<file path="src/rtl/program_loader_pkg.sv">
// Shared types and constants for the serial program loader.
package program_loader_pkg;

  typedef enum logic [1:0] {
    IDLE  = 2'd0,
    RECV  = 2'd1,
    WRITE = 2'd2,
    DONE  = 2'd3
  } state_t;

  localparam int unsigned BYTES_PER_WORD = 4;
  localparam int unsigned ADDR_SHIFT     = 2;
  localparam int unsigned WORD_BITS      = BYTES_PER_WORD * 8;

endpackage

</file>
<file path="src/rtl/program_loader_if.sv">
// Load-request, byte-stream and program-memory write signals of the loader.
interface program_loader_if #(
  parameter int unsigned MEMORY_DEPTH = 32,
  parameter int unsigned DATA_WIDTH   = 32
);
  localparam int unsigned CNT_BITS = $clog2(MEMORY_DEPTH) + 1;

  logic                  Start;
  logic [CNT_BITS-1:0]   WordCount;
  logic [7:0]            ByteIn;
  logic                  ByteValid;
  logic                  ByteReady;
  logic                  MemWrite;
  logic [DATA_WIDTH-1:0] MemAddress;
  logic [DATA_WIDTH-1:0] MemData;
  logic                  CpuHold;
  logic                  Done;
  logic                  Error;

  modport master (
    output Start, WordCount, ByteIn, ByteValid,
    input  ByteReady, MemWrite, MemAddress, MemData, CpuHold, Done, Error
  );

  modport slave (
    input  Start, WordCount, ByteIn, ByteValid,
    output ByteReady, MemWrite, MemAddress, MemData, CpuHold, Done, Error
  );
endinterface

</file>
<file path="src/rtl/program_loader_byte_assembler.sv">
// Big-endian byte-to-word shift register with a 2-bit byte counter.
module byte_assembler
  import program_loader_pkg::*;
(
  input  logic                 clk,
  input  logic                 reset,
  input  logic                 accept,
  input  logic                 clear,
  input  logic [7:0]           data,
  output logic                 word_complete,
  output logic [WORD_BITS-1:0] word
);
  logic [1:0]           cnt_q;
  logic [WORD_BITS-1:0] shift_q;

  // word already includes the byte being accepted, so it is valid with word_complete
  assign word          = {shift_q[WORD_BITS-9:0], data};
  assign word_complete = accept && (cnt_q == 2'(BYTES_PER_WORD - 1));

  always_ff @(posedge clk or posedge reset) begin
    if (reset) begin
      cnt_q   <= '0;
      shift_q <= '0;
    end else if (clear) begin
      cnt_q   <= '0;
      shift_q <= '0;
    end else if (accept) begin
      cnt_q   <= cnt_q + 2'd1;
      shift_q <= word;
    end
  end
endmodule

</file>
<file path="src/rtl/program_loader.sv">
// Loads WordCount big-endian words from a byte stream into program memory, holding the CPU meanwhile.
module program_loader
  import program_loader_pkg::*;
#(
  parameter int unsigned MEMORY_DEPTH = 32,
  parameter int unsigned DATA_WIDTH   = 32
) (
  input logic             clk,
  input logic             reset,
  program_loader_if.slave bus
);
  localparam int unsigned ADDR_BITS = $clog2(MEMORY_DEPTH);
  localparam int unsigned CNT_BITS  = ADDR_BITS + 1;

  state_t                state, state_next;
  logic [CNT_BITS-1:0]   count_q;
  logic [ADDR_BITS-1:0]  index_q;
  logic                  count_ok, start_ok, accept, last_word;
  logic                  word_complete;
  logic [WORD_BITS-1:0]  word;

  logic                  byte_ready_q, mem_write_q, cpu_hold_q, done_q, error_q;
  logic                  byte_ready_d, mem_write_d, cpu_hold_d, done_d, error_d;
  logic [DATA_WIDTH-1:0] mem_addr_q, mem_data_q, mem_addr_d, mem_data_d;

  assign count_ok  = (bus.WordCount != '0) && (bus.WordCount <= CNT_BITS'(MEMORY_DEPTH));
  assign start_ok  = (state == IDLE) && bus.Start && count_ok;
  assign accept    = bus.ByteValid && byte_ready_q;
  // compare index+1 at full count width so a 32-word load never wraps the index
  assign last_word = ({1'b0, index_q} + CNT_BITS'(1)) == count_q;

  byte_assembler u_asm (
    .clk           (clk),
    .reset         (reset),
    .accept        (accept),
    .clear         (start_ok),
    .data          (bus.ByteIn),
    .word_complete (word_complete),
    .word          (word)
  );

  always_ff @(posedge clk or posedge reset) begin
    if (reset) begin
      state        <= IDLE;
      byte_ready_q <= 1'b0;
      mem_write_q  <= 1'b0;
      cpu_hold_q   <= 1'b0;
      done_q       <= 1'b0;
      error_q      <= 1'b0;
      mem_addr_q   <= '0;
      mem_data_q   <= '0;
    end else begin
      state        <= state_next;
      byte_ready_q <= byte_ready_d;
      mem_write_q  <= mem_write_d;
      cpu_hold_q   <= cpu_hold_d;
      done_q       <= done_d;
      error_q      <= error_d;
      mem_addr_q   <= mem_addr_d;
      mem_data_q   <= mem_data_d;
    end
  end

  always_comb begin
    state_next = state;
    unique case (state)
      IDLE:    if (start_ok) state_next = RECV;
      RECV:    if (word_complete) state_next = WRITE;
      WRITE:   state_next = last_word ? DONE : RECV;
      DONE:    state_next = IDLE;
      default: state_next = IDLE;
    endcase
  end

  // Registered outputs are computed from the next state so they line up with it.
  always_comb begin
    byte_ready_d = (state_next == RECV);
    cpu_hold_d   = (state_next == RECV) || (state_next == WRITE);
    mem_write_d  = (state == RECV) && word_complete;
    done_d       = (state == WRITE) && last_word;
    error_d      = (state == IDLE) && bus.Start && !count_ok;
    mem_addr_d   = mem_addr_q;
    mem_data_d   = mem_data_q;
    if (mem_write_d) begin
      mem_addr_d = DATA_WIDTH'(index_q) << ADDR_SHIFT;
      mem_data_d = DATA_WIDTH'(word);
    end
  end

  always_ff @(posedge clk or posedge reset) begin
    if (reset) begin
      count_q <= '0;
      index_q <= '0;
    end else if (start_ok) begin
      count_q <= bus.WordCount;
      index_q <= '0;
    end else if ((state == WRITE) && !last_word) begin
      index_q <= index_q + ADDR_BITS'(1);
    end
  end

  assign bus.ByteReady  = byte_ready_q;
  assign bus.MemWrite   = mem_write_q;
  assign bus.MemAddress = mem_addr_q;
  assign bus.MemData    = mem_data_q;
  assign bus.CpuHold    = cpu_hold_q;
  assign bus.Done       = done_q;
  assign bus.Error      = error_q;
endmodule

</file>
<file path="src/flat_wrapper.sv">
// flat-port wrapper written by rule: the top's interface ports become plain ports
module program_loader_flat import program_loader_pkg::*;
#(
  parameter int unsigned MEMORY_DEPTH = 32,
  parameter int unsigned DATA_WIDTH   = 32
)
  (clk, reset, bus_Start, bus_WordCount, bus_ByteIn, bus_ByteValid, bus_ByteReady, bus_MemWrite, bus_MemAddress, bus_MemData, bus_CpuHold, bus_Done, bus_Error);
  program_loader_if #(.MEMORY_DEPTH(MEMORY_DEPTH), .DATA_WIDTH(DATA_WIDTH)) bus_i ();
  input logic clk;
  input logic reset;
  input wire logic [$bits(bus_i.Start)-1:0] bus_Start;
  input wire logic [$bits(bus_i.WordCount)-1:0] bus_WordCount;
  input wire logic [$bits(bus_i.ByteIn)-1:0] bus_ByteIn;
  input wire logic [$bits(bus_i.ByteValid)-1:0] bus_ByteValid;
  output wire logic [$bits(bus_i.ByteReady)-1:0] bus_ByteReady;
  output wire logic [$bits(bus_i.MemWrite)-1:0] bus_MemWrite;
  output wire logic [$bits(bus_i.MemAddress)-1:0] bus_MemAddress;
  output wire logic [$bits(bus_i.MemData)-1:0] bus_MemData;
  output wire logic [$bits(bus_i.CpuHold)-1:0] bus_CpuHold;
  output wire logic [$bits(bus_i.Done)-1:0] bus_Done;
  output wire logic [$bits(bus_i.Error)-1:0] bus_Error;
  assign bus_i.Start = bus_Start;
  assign bus_i.WordCount = bus_WordCount;
  assign bus_i.ByteIn = bus_ByteIn;
  assign bus_i.ByteValid = bus_ByteValid;
  assign bus_ByteReady = bus_i.ByteReady;
  assign bus_MemWrite = bus_i.MemWrite;
  assign bus_MemAddress = bus_i.MemAddress;
  assign bus_MemData = bus_i.MemData;
  assign bus_CpuHold = bus_i.CpuHold;
  assign bus_Done = bus_i.Done;
  assign bus_Error = bus_i.Error;
  program_loader #(.MEMORY_DEPTH(MEMORY_DEPTH), .DATA_WIDTH(DATA_WIDTH)) u_core (.clk(clk), .reset(reset), .bus(bus_i));
endmodule
</file>
<file path="config.mk">
export PLATFORM = sky130hd
export DESIGN_NAME = program_loader_flat
export DESIGN_NICKNAME = d
export VERILOG_FILES = /design/src/rtl/program_loader_pkg.sv /design/src/rtl/program_loader_if.sv /design/src/rtl/program_loader_byte_assembler.sv /design/src/rtl/program_loader.sv /design/src/flat_wrapper.sv
export SDC_FILE = /design/constraint.sdc
export NUM_CORES = 1
export LEC_CHECK = 0
export BUFFER_PORTS_ARGS = -buffer_cell sky130_fd_sc_hd__buf_2
export CORE_MARGIN = 3
export CORE_UTILIZATION = 55
export CTS_BUF_LIST = sky130_fd_sc_hd__clkbuf_8
export CTS_CLUSTER_SIZE = 28
export DETAILED_ROUTE_END_ITERATION = 10
export HOLD_SLACK_MARGIN = 0.15
export PLACE_DENSITY = 0.89
export SLEW_MARGIN = 10
export SYNTH_ARGS = -nofsm -noshare
export SYNTH_HDL_FRONTEND = slang
export SYNTH_SLANG_ARGS = --single-unit
export TNS_END_PERCENT = 1
</file>
<file path="constraint.sdc">
create_clock -name clk -period 3.39 [get_ports clk]
set_input_delay 0.678 -clock clk [delete_from_list [all_inputs] [get_ports clk]]
set_output_delay 0.678 -clock clk [all_outputs]
set_load 0.05 [all_outputs]
</file>
### Word-level counts from Yosys, hierarchy flattened

Cells that the tools add are included.

* $add $sub $neg: 3
* $lt $le $gt $ge: 1
* equality and inequality tests: 7
* muxes and demuxes: 10
* reductions and logical operators: 16

Operator list (number)
* 2-to-1 mux 24 bit: 2
* 2-to-1 mux 2 bit: 5
* 2-to-1 mux 5 bit: 2
* logical AND 1 bit: 9
* == test 2 bit (second input constant): 4
* one-hot mux 2 bit (4 select lines): 1
* adder 5 x 1 -> 6 bit (second input constant): 1
* == test 6 bit: 1
* less-or-equal comparator 6 bit (second input constant): 1
* nonzero test 6 bit: 1
* adder 5 x 1 -> 5 bit (second input constant): 1
* == test 2 x 1 -> 1 bit (second input constant): 2
* nonzero test 2 bit: 2
* adder 2 x 1 -> 2 bit (second input constant): 1
* zero test 1 bit: 2
* zero test 2 bit: 1
* logical OR 1 bit: 1

* register bits: 81
* bits of input ports: 18
* output and inout bits: 69
* word-level logic and storage cells: 49

### Depth between registers and ports, before layout

* word-level depth: 7
* mapped depth: 8
* depth with buffers taken out: 8

### By module

A second synthesis with hierarchy kept.

* cells, all modules: 369
* area total of the unflattened synthesis: 3692.3 um2

By module, submodules not included
* program_loader: instances 1, cells each 274, area each 2533.7 um2, seq. area each 1376.3 um2
* byte_assembler: instances 1, cells each 95, area each 1158.6 um2, seq. area each 650.6 um2

### Worst setup path after synthesis

Ideal clock, no wire load.

* kind: input to register
* start: input port bus_WordCount[1]
* end: register u_core.cpu_hold_q (netlist: u_core.bus.CpuHold)
* setup time: 0.113 ns
* arrival time: 2.223 ns
* required time: 3.277 ns
* setup slack: 1.054 ns
* stages on the path: 7
* path buffers: 1
* path through: or4_1 -> nor3_1 -> nor3_2 -> buf_4 -> o31a_1 -> ha_1 -> inv_1

* cells in the longest elaborated chain, start to end: 7
* elaborated cells on any way between the ends: 9
* classes of those cells: order compare (1); eq/ne (2); mux (2); reduce/logical (4)

RTL lines
* from (decl): RTL line flat_wrapper.sv:12 `input wire logic [$bits(bus_i.WordCount)-1:0] bus_WordCount;`
* less-or-equal comparator 6 bit or nonzero test 6 bit (tied branches): RTL line program_loader.sv:26 `assign count_ok = (bus.WordCount != '0) && (bus.WordCount <= CNT_BITS'(MEMORY_DEPTH));`
* logical AND 1 bit *: RTL line program_loader.sv:26
* logical AND 1 bit *: RTL line program_loader.sv:27 `assign start_ok = (state == IDLE) && bus.Start && count_ok;`
* 2-to-1 mux 2 bit *: RTL line program_loader.sv:67 `IDLE: if (start_ok) state_next = RECV;`
* one-hot mux 2 bit (4 select lines) *: RTL line program_loader.sv:66 `unique case (state)`
* net u_core.state_next[0]: RTL line program_loader.sv:15 `state_t state, state_next;`
* == test 2 x 1 -> 1 bit or == test 2 bit (tied branches): RTL line program_loader.sv:78 `cpu_hold_d = (state_next == RECV) || (state_next == WRITE);`
* logical OR 1 bit *: RTL line program_loader.sv:78
* net u_core.cpu_hold_d: RTL line program_loader.sv:23 `logic byte_ready_d, mem_write_d, cpu_hold_d, done_d, error_d;`
* to (signal assigned): RTL line program_loader.sv:56 `cpu_hold_q <= cpu_hold_d;`
* to (decl): RTL line program_loader.sv:22 `logic byte_ready_q, mem_write_q, cpu_hold_q, done_q, error_q;`

The timed path passes the listed nets; every way through them passes the cells marked *.
A chain may end at the register's enable or synchronous reset.

### Final worst setup path

* start: input port bus_WordCount[1]
* end: register u_core.u_asm.shift_q[20]

* cells in the longest elaborated chain, start to end: 4
* elaborated cells on any way between the ends: 6
* classes of those cells: order compare (1); mux (1); reduce/logical (4)

RTL lines
* less-or-equal comparator 6 bit or nonzero test 6 bit (tied branches): RTL line program_loader.sv:26
* logical AND 1 bit *: RTL line program_loader.sv:26
* logical AND 1 bit *: RTL line program_loader.sv:27
* 2-to-1 mux 24 bit or nonzero test 2 bit (tied branches)
* to (signal assigned): RTL line program_loader_byte_assembler.sv:29 `shift_q <= word;`
* to (decl): RTL line program_loader_byte_assembler.sv:14 `logic [WORD_BITS-1:0] shift_q;`

Mark *: on every way between the ends. The rest lies on a longest branch, timed or not.

==> qor.csv <==
metric,value,unit
outcome,"finished, final reports clean",
Clock Root Buffer,clkbuf_8,
# diodes,0,
GRT overflow,0,
Internal Power,2.12,mW
skew final,0.00743,ns
minimum clock period,2.29,ns
Worst Max-Slew Pin Slew,0.890,ns
Clock H-tree levels,3,
via/cell ratio,5.11,
Final Max Tran Viols,0,
final setup fails,0,
Post-Place Setup Slack,0.749,ns
global placement routability congestion,0.878,
Post-Syn Area,3490,um^2
core area,6030,um^2
largest net degree at the start of global routing,44,
combinational share of power,0.422,
placed wire-length estimate,4430,um
Layout Cells excl Fill,435,
final worst path period share,0.676,
initial drt markers,122,
worst hold slack,0.420,ns
Cells after Synth,295,
DRC viols,0,
Net Sw Frac,0.451,
Detailed Route WL,6370,um
DR vias,2223,
die area,7330,um^2
first-pass GRT wire length,10500,um
Leak,2.02,nW
Post-DRT Antenna Nets,0,
vias in the first global route,2163,
num ports,87,
synth unique cells,32,
Worst Path Required,3.62,ns
Startpoint Class,input pin,
CTS max path bufs,2,
ys flop type,dfrtp_1,
Synthesis Warnings,0,
postcts setup bufs,0,
Clock Power Share,0.160,
fraction of registers with async set/reset,1.00,
antenna violations before repair,0,
number of flops mapped to enable cells by yosys,0,
Sw Pwr,1.74,mW
CP Max Fanout,26,
fin nets,376,
Pwr Total,3.86,mW
CTS tree,yes,
standard-cell rows,28,
Crit Path Class,in -> reg,
Final WS setup,1.10,ns
wire per inst,14.6,um
dpl cells,419,
peak supply drop,0.629,mV
Seq pwr share,0.418,
DRT Pass-1 Iters,4,
TNS Setup,0,ns
Max Cap Viol,0,
layout cells sized above 1,0.356,
clock sink total,81,
area grow syn2layout,12.6,%
post-synthesis register bit count,81,
Clock Latency Late Sink,0.35,ns
Die Span X,85.6,um
final hold violations,0,
# fillers,465,
TritonCTS Buffers,9,
number of buffers added on ports,59,
Worst Path Arrival,2.52,ns
Die H,85.6,um
clk slew on worst S/H paths,0.08,ns
GRT Total Usage,0.185,
hold_buf cts,0,
Critical Path End Type,register,
Initial Utilization,0.579,
Hold Path Class,in -> async,
P per Cell Area,982,nW/um^2
sequential-to-total area share from yosys stat,0.581,
Avg Inst Size Synth,11.8,um^2
RSZ-0062 raised after global routing,false,
FMAX,437,MHz
post-CTS sizing,0,
headroom to the max-slew limit,0.407,
-- metrics by stage --
step	area [um^2]	util
final	3930	0.652
after global routing	3930	0.652
after CTS	3930	0.652
after detailed placement	3760	0.623
after global placement	3760	0.623
after floorplan	3590	-
-- synthesized netlist by cell type (2+ instances only) --
cell	n	share of area
and3_1	2	0.0036
nor2_1	4	0.0043
nor2b_1	2	0.0036
a21oi_1	26	0.037
mux2_2	44	0.14
nand3_1	3	0.0043
and2_1	2	0.0036
nand2_1	52	0.056
xnor2_1	8	0.020
inv_1	2	0.0022
dfrtp_1	81	0.58
xor2_1	4	0.010
mux2i_1	4	0.011
clkbuf_1	7	0.0075
buf_4	29	0.062
buf_1	3	0.0032
nand2b_1	4	0.0072
ha_1	3	0.011
buf_2	2	0.0029
-- cell usage in the layout (no fill, tap or decap), types with 5 or more instances in the layout --
master / instances
clkbuf_8: 9
mux2_2: 44
nand2_1: 52
buf_4: 5
a21oi_1: 26
dfrtp_1: 81
xnor2_1: 8
buf_2: 59
conb_1: 27
-- power by group through the flow --
stage | sequential (mW) | combinational, mW | clock, mW
after CTS | 1.61 | 1.64 | 0.628
after global placement | 1.61 | 1.60 | 0
after global routing | 1.67 | 1.74 | 0.662
after floorplan | 2.22 | 0.687 | 0
after detailed placement | 1.63 | 1.63 | 0
final | 1.61 | 1.63 | 0.615
-- registers in the layout (all words and copies together) (netlist names) --
name	cells
u_core.bus.Error	1
u_core.bus.CpuHold	1
u_core.index_q	5
u_core.u_asm.shift_q	24
u_core.u_asm.cnt_q	2
u_core.bus.Done	1
u_core.bus.MemData	32
u_core.bus.MemWrite	1
u_core.bus.ByteReady	1
u_core.count_q	6
u_core.bus.MemAddress	5
u_core.state	2
-- area by class of cell --
cell class,instances,area (um^2),area share
tap,75,93.8,0.0239
sequential,81,2030,0.516
clock inverter,7,47.5,0.0121
multi-input combinational,197,1290,0.329
timing repair buffer,64,333,0.0847
clock buffer,9,124,0.0315
inverter,2,8.76,0.00223
-- cells by family (layout without fill, tap and decap cells) --
family / count (synthesis) / after routing / share of synthesized area
mux: 48 / 48 / 0.154
flops: 81 / 81 / 0.581
buf+inv: 43 / 82 / 0.0782
simple gates: 74 / 74 / 0.0933
other cells: 1 / 27 / 0.00108
fa+ha+maj: 3 / 3 / 0.0108
xor+xnor: 12 / 12 / 0.0301
compound gates: 33 / 33 / 0.0520
-- final timing paths --
| kind | from | endpoint | slack, ns | depth (start not counted) |
|---|---|---|---|---|
| max in group asynchronous | reset | u_core.bus.MemData[31]$_DFFE_PP0P_ | 2.25 | 3 |
| setup / recovery | bus_WordCount[1] | u_core.u_asm.shift_q[20]$_DFFE_PP0P_ | 1.10 | 6 |
| min in group clk | u_core.bus.MemAddress[4]$_DFFE_PP0P_ | u_core.bus.MemAddress[4]$_DFFE_PP0P_ | 0.51 | 1 |
| hold reg to reg | u_core.bus.MemAddress[4]$_DFFE_PP0P_ | u_core.bus.MemAddress[4]$_DFFE_PP0P_ | 0.51 | 1 |
| hold / removal | reset | u_core.bus.MemData[8]$_DFFE_PP0P_ | 0.42 | 2 |
| setup reg to reg | u_core.index_q[0]$_DFFE_PP0P_ | u_core.index_q[1]$_DFFE_PP0P_ | 1.16 | 6 |
-- layer usage --
metal	GRT usage	vias to the layer above	part of all wire
met3	0.0451	15	0.050
met2	0.280	74	0.48
met4	0.0878	0	0.025
met1	0.253	1079	0.45
li1	-	1055	-
met5	0	-	0
-- critical path, cell delays in order --
cell     delay, ns
buf_2         0.10
or4_1         0.56
o21a_1        0.23
nor3_4        0.48
buf_4         0.38
a21oi_1       0.08
Power figures use the tool's default switching activity.
